File: config.mk
export PLATFORM = sky130hd
export DESIGN_NAME = varredura_display
export DESIGN_NICKNAME = d
export VERILOG_FILES = /design/src/rtl/varredura_display.sv
export SDC_FILE = /design/constraint.sdc
export NUM_CORES = 1
export LEC_CHECK = 0
export ABC_AREA = 1
export CORE_UTILIZATION = 55
export DETAILED_ROUTE_END_ITERATION = 10
export PLACE_DENSITY_LB_ADDON = 0.15
export SYNTH_ARGS = -nofsm -noshare
export SYNTH_HDL_FRONTEND = slang
export SYNTH_SLANG_ARGS = --single-unit
File: constraint.sdc
create_clock -name clk -period 2.5 [get_ports clk]
set_clock_uncertainty 0.1 [all_clocks]
set_input_delay 0.75 -clock clk [delete_from_list [all_inputs] [get_ports clk]]
set_output_delay 0.75 -clock clk [all_outputs]
set_load 0.1 [all_outputs]
File: src/rtl/varredura_display.sv
`default_nettype none
// =============================================================================
// Module : varredura_display
// Time-multiplexed scan controller for common-anode 7-segment digits sharing
// one BCD decoder: per-slot blanking, double-buffered data, leading-zero blank.
// Revision: 1.0 - initial release
// =============================================================================
module varredura_display #(
    parameter int NUM_DIGITOS   = 4,
    parameter int DIV_VARREDURA = 1000,
    parameter int BLANK_CICLOS  = 16
) (
    input  logic                           clk,
    input  logic                           rst_n,
    input  logic                           habilita,
    input  logic                           carga,
    input  logic [4*NUM_DIGITOS-1:0]       dados,
    input  logic                           supr_zeros,
    output logic [3:0]                     codigo,
    output logic [NUM_DIGITOS-1:0]         anodo,
    output logic [$clog2(NUM_DIGITOS)-1:0] digito_atual,
    output logic                           quadro_fim
);

    localparam int CNT_W = $clog2(DIV_VARREDURA);
    localparam int IDX_W = $clog2(NUM_DIGITOS);

    typedef enum logic [1:0] {
        DESLIGADO = 2'd0,
        APAGANDO  = 2'd1,
        ACESO     = 2'd2
    } estado_t;

    estado_t                  estado;
    estado_t                  estado_prox;
    logic [CNT_W-1:0]         cnt;
    logic [CNT_W-1:0]         cnt_prox;
    logic [IDX_W-1:0]         idx;
    logic [IDX_W-1:0]         idx_prox;
    logic [4*NUM_DIGITOS-1:0] sombra;
    logic [4*NUM_DIGITOS-1:0] sombra_prox;
    logic [4*NUM_DIGITOS-1:0] ativo;
    logic [4*NUM_DIGITOS-1:0] ativo_prox;
    logic [3:0]               digitos [NUM_DIGITOS];
    logic [NUM_DIGITOS-1:0]   suprimido;
    logic [NUM_DIGITOS-1:0]   anodo_prox;
    logic [3:0]               codigo_prox;
    logic                     fim_prox;
    logic                     fronteira;
    logic                     todo_zero;

    always_ff @(posedge clk or negedge rst_n) begin
        if (!rst_n) begin
            estado     <= DESLIGADO;
            cnt        <= '0;
            idx        <= '0;
            sombra     <= '0;
            ativo      <= '0;
            anodo      <= '1;
            codigo     <= 4'hF;
            quadro_fim <= 1'b0;
        end else begin
            estado     <= estado_prox;
            cnt        <= cnt_prox;
            idx        <= idx_prox;
            sombra     <= sombra_prox;
            ativo      <= ativo_prox;
            anodo      <= anodo_prox;
            codigo     <= codigo_prox;
            quadro_fim <= fim_prox;
        end
    end

    assign digito_atual = idx;

    always_comb begin
        estado_prox = estado;
        cnt_prox    = cnt;
        idx_prox    = idx;
        fim_prox    = 1'b0;
        case (estado)
            DESLIGADO: begin
                cnt_prox = '0;
                idx_prox = '0;
                if (habilita) estado_prox = APAGANDO;
            end
            APAGANDO: begin
                cnt_prox = cnt + CNT_W'(1);
                if (cnt == CNT_W'(BLANK_CICLOS - 1)) estado_prox = ACESO;
            end
            ACESO: begin
                if (cnt == CNT_W'(DIV_VARREDURA - 1)) begin
                    estado_prox = APAGANDO;
                    cnt_prox    = '0;
                    if (idx == IDX_W'(NUM_DIGITOS - 1)) begin
                        idx_prox = '0;
                        fim_prox = 1'b1;
                    end else begin
                        idx_prox = idx + IDX_W'(1);
                    end
                end else begin
                    cnt_prox = cnt + CNT_W'(1);
                end
            end
            default: begin
                estado_prox = DESLIGADO;
                cnt_prox    = '0;
                idx_prox    = '0;
            end
        endcase
        if (!habilita) begin
            estado_prox = DESLIGADO;
            cnt_prox    = '0;
            idx_prox    = '0;
            fim_prox    = 1'b0;
        end
    end

    // The first cycle of every idx-0 slot is the only point the active bank may change.
    assign fronteira = (estado == APAGANDO) && (cnt == '0) && (idx == '0);

    always_comb begin
        sombra_prox = carga ? dados : sombra;
        ativo_prox  = fronteira ? sombra_prox : ativo;
    end

    always_comb begin
        todo_zero = 1'b1;
        suprimido = '0;
        for (int i = NUM_DIGITOS - 1; i >= 0; i--) begin
            digitos[i]   = ativo_prox[4*i +: 4];
            todo_zero    = todo_zero && (digitos[i] == 4'h0);
            suprimido[i] = supr_zeros && todo_zero && (i != 0);
        end
    end

    // Outputs are registered from next-state values so they line up with the state.
    always_comb begin
        anodo_prox  = '1;
        codigo_prox = 4'hF;
        if (estado_prox == ACESO) begin
            anodo_prox[idx_prox] = 1'b0;
            codigo_prox          = suprimido[idx_prox] ? 4'hF : digitos[idx_prox];
        end
    end

endmodule
`default_nettype wire
==> run metrics <==
Longest Clk Path Bufs 2; post-synthesis area per instance roughly 8.3 sq um; clk_lat worst skew a little over 0.3 ns; Leak roughly 1.7 nW; post-route ant nets 0; Routability Congestion between 0.8 and 0.9; WL per Instance approximately 12 microns; IO buf count 31; Synth Net Count around 350; postcts setup bufs 0; vias in the first global route approximately 2100; GRT overflow 0; core area roughly 4700 sq um; die area around 5200 sq um; dpl hpwl 3905 microns; Finished Cell Area 3293 sq um; Final Hold Viols 0; PwrDens 526.8 nW/um^2; Layout fillers 391; Die Span Y ~72 microns; post-CTS sizing 0; final wirelength between 5000 and 6000 microns; Crit Path Category flip-flop to flip-flop; io pins 32; Rows 25; routed vias/inst 4.935; Max VDD drop roughly 0.00034 V; Mapped Cells approximately 320; Root Driver clkbuf_8; area grow syn2layout 22.13%; fin crit period about 2.3 ns; Post-Place Setup Slack -0.01192 ns; Yosys Warn Count 0; Max Clk Rate 0.4429 GHz; clock sink total 55; RSZ-0062 raised after global routing false; cts hold-fix bufs 0; Worst Tran Pin Value about 0.53 ns; # DRC 0; Hold Crit Class primary input to asynchronous set/reset pin; Mapped Area 2696 sq um; Pins Over Slew Limit 0; Max-slew headroom about 64%; die width 72.02 microns; Critical Path RT about 2.7 ns; fin nets 395; outcome completed; post-synthesis sequential area ratio ~50%; Reg clk slew, reported paths about 0.10 ns; fin crit share about nine tenths; Pwr Total roughly 1.7 mW; Arr. time, crit path 2.41 ns; first-pass GRT wire length between 8000 and 9000 microns; Finished Layout Cells ~430; startpoint types flip-flop; Starting DRT DRC Count 104; post-synthesis cell type count 31; DR pass1 iterations 4; largest net degree at the start of global routing 24; Via Count ~2100; setup violators final 0; share of post-route cells with drive strength above 1 16.89%; FF+latch count, synth 55; dpl cells between 400 and 500; dpl cell area 3209 sq um; crit path capture type flip-flop; initial antenna violation count 0; ANT cells 0; clock buffer count from CTS 5; Initial Util a little under three fifths; max-cap viol count 0; All-Layer GR Usage ~22%; final worst slack around 0.24 ns; critical-path maximum fanout 17; # H-tree levels 2; TritonCTS clock tree yes
per-layer routing:
layer | vias up | wire length (microns) | global-route usage, % | part of all wire (%)
met4 | 0 | 95 | 7.843 | 1.8
met2 | 42 | 2557 | 39.52 | 50
met5 | - | 0 | 0 | 0
met1 | 998 | 2312 | 26.93 | 45
li1 | 1093 | - | - | -
met3 | 9 | 190 | 4.583 | 3.7
state kept, by name (all words and copies together), names as in the netlist:
| name | cells |
|---|---|
| anodo | 4 |
| estado | 2 |
| codigo | 4 |
| ativo | 16 |
| quadro_fim | 1 |
| digito_atual | 2 |
| cnt | 10 |
| sombra | 16 |
area by class of cell:
class | count | area, sq um | share of cell area, %
clock buffers | 5 | 68.82 | 2.090
well taps | 67 | 83.83 | 2.546
multi-input cells | 218 | 1101 | 33.43
clock inverters | 3 | 15.01 | 0.4559
repair buffers | 42 | 473.0 | 14.36
flip-flops and latches | 55 | 1386 | 42.10
inverters | 44 | 165.2 | 5.015
cells in the mapped netlist:
| cell | count | share of area, % |
|---|---|---|
| nand2_2 | 5 | 1.2 |
| ha_1 | 8 | 3.7 |
| nand2_4 | 1 | 0.42 |
| xor2_1 | 3 | 0.97 |
| a21boi_0 | 1 | 0.28 |
| buf_4 | 1 | 0.28 |
| nor2_4 | 1 | 0.42 |
| xnor2_1 | 1 | 0.32 |
| inv_1 | 34 | 4.7 |
| a21oi_1 | 7 | 1.3 |
| dfstp_2 | 8 | 7.8 |
| and3_1 | 1 | 0.23 |
| nor2_8 | 1 | 0.74 |
| o21ai_2 | 2 | 0.65 |
| or2_2 | 1 | 0.23 |
| nand3_1 | 34 | 6.3 |
| nor3_1 | 4 | 0.74 |
| buf_2 | 5 | 0.93 |
| mux2i_1 | 3 | 1.1 |
| buf_6 | 1 | 0.42 |
| clkinv_1 | 5 | 0.70 |
| nor4_1 | 1 | 0.23 |
| nand2_1 | 98 | 14 |
| nor2_2 | 4 | 0.93 |
| nor3b_1 | 2 | 0.56 |
| nand3_2 | 3 | 1.1 |
| o21ai_1 | 3 | 0.56 |
| nand4_1 | 5 | 1.2 |
| nor2_1 | 29 | 4.0 |
| inv_2 | 5 | 0.70 |
| dfrtp_1 | 47 | 44 |
kinds of logic (layout without fill, tap and decap cells):
family | count (synthesis) | in the layout | share of synthesized area (%)
AND/OR/NAND/NOR | 190 | 190 | 31.93
flip-flops | 55 | 55 | 51.42
buffers and inverters | 51 | 94 | 7.749
AO/OA/AOI/OAI | 13 | 13 | 2.784
adder cells (fa/ha/maj) | 8 | 8 | 3.712
XOR/XNOR | 4 | 4 | 1.300
multiplexers | 3 | 3 | 1.114
critical path, cell delays in order (launching register included):
cell and delay, ns:
dfrtp_1 0.41, inv_1 0.11, ha_1 0.27, nand3_2 0.16, nor2_8 0.20, nand2_4 0.17, o21ai_1 0.24, nand2_1 0.09
nor2_2 0.18, nand3_2 0.13, nand4_1 0.12
final timing paths:
| path | slack (ns) | start | cells after the start | endpoint |
|---|---|---|---|---|
| setup reg to reg | 0.24 | estado[1] | 10 | codigo[2] |
| max in group asynchronous | 1.50 | rst_n | 2 | ativo[10] |
| setup / recovery | 0.24 | estado[1] | 10 | codigo[2] |
| min in group clk | 0.38 | sombra[11] | 2 | sombra[11] |
| hold / removal | 0.25 | rst_n | 1 | sombra[3] |
| hold reg to reg | 0.38 | sombra[11] | 2 | sombra[11] |
cell usage in the layout (no fill, tap or decap), types with 4 or more instances in the layout:
master           count
a21oi_1              7
nor2_1              29
dfstp_2              8
buf_12               9
clkbuf_8             5
clkinv_1             5
nor3_1               4
ha_1                 8
inv_2                5
clkdlybuf4s50_1     19
inv_1               34
dfrtp_1             47
nand4_1              5
nand2_1             98
nand3_1             34
nand2_2              5
nor2_2               4
buf_4               13
report_power, final:
group | total (mW) | switching [mW] | internal (mW)
sequential | 0.981 | 0.0200 | 0.961
combinational | 0.282 | 0.166 | 0.116
clock | 0.472 | 0.280 | 0.192
through the flow:
step / TNS [ns] / hold WS [ns] / utilization, %
after CTS: 0 / 0.2587 / 69.72
after global routing: 0 / 0.2650 / 69.72
after global placement: 0 / 0.3551 / 67.95
after detailed placement: -0.04300 / 0.3569 / 67.95
after floorplan: 0 / 0.3373 / -
final: 0 / 0.2466 / 69.72
Note: power is estimated with default switching activity, not from simulation.
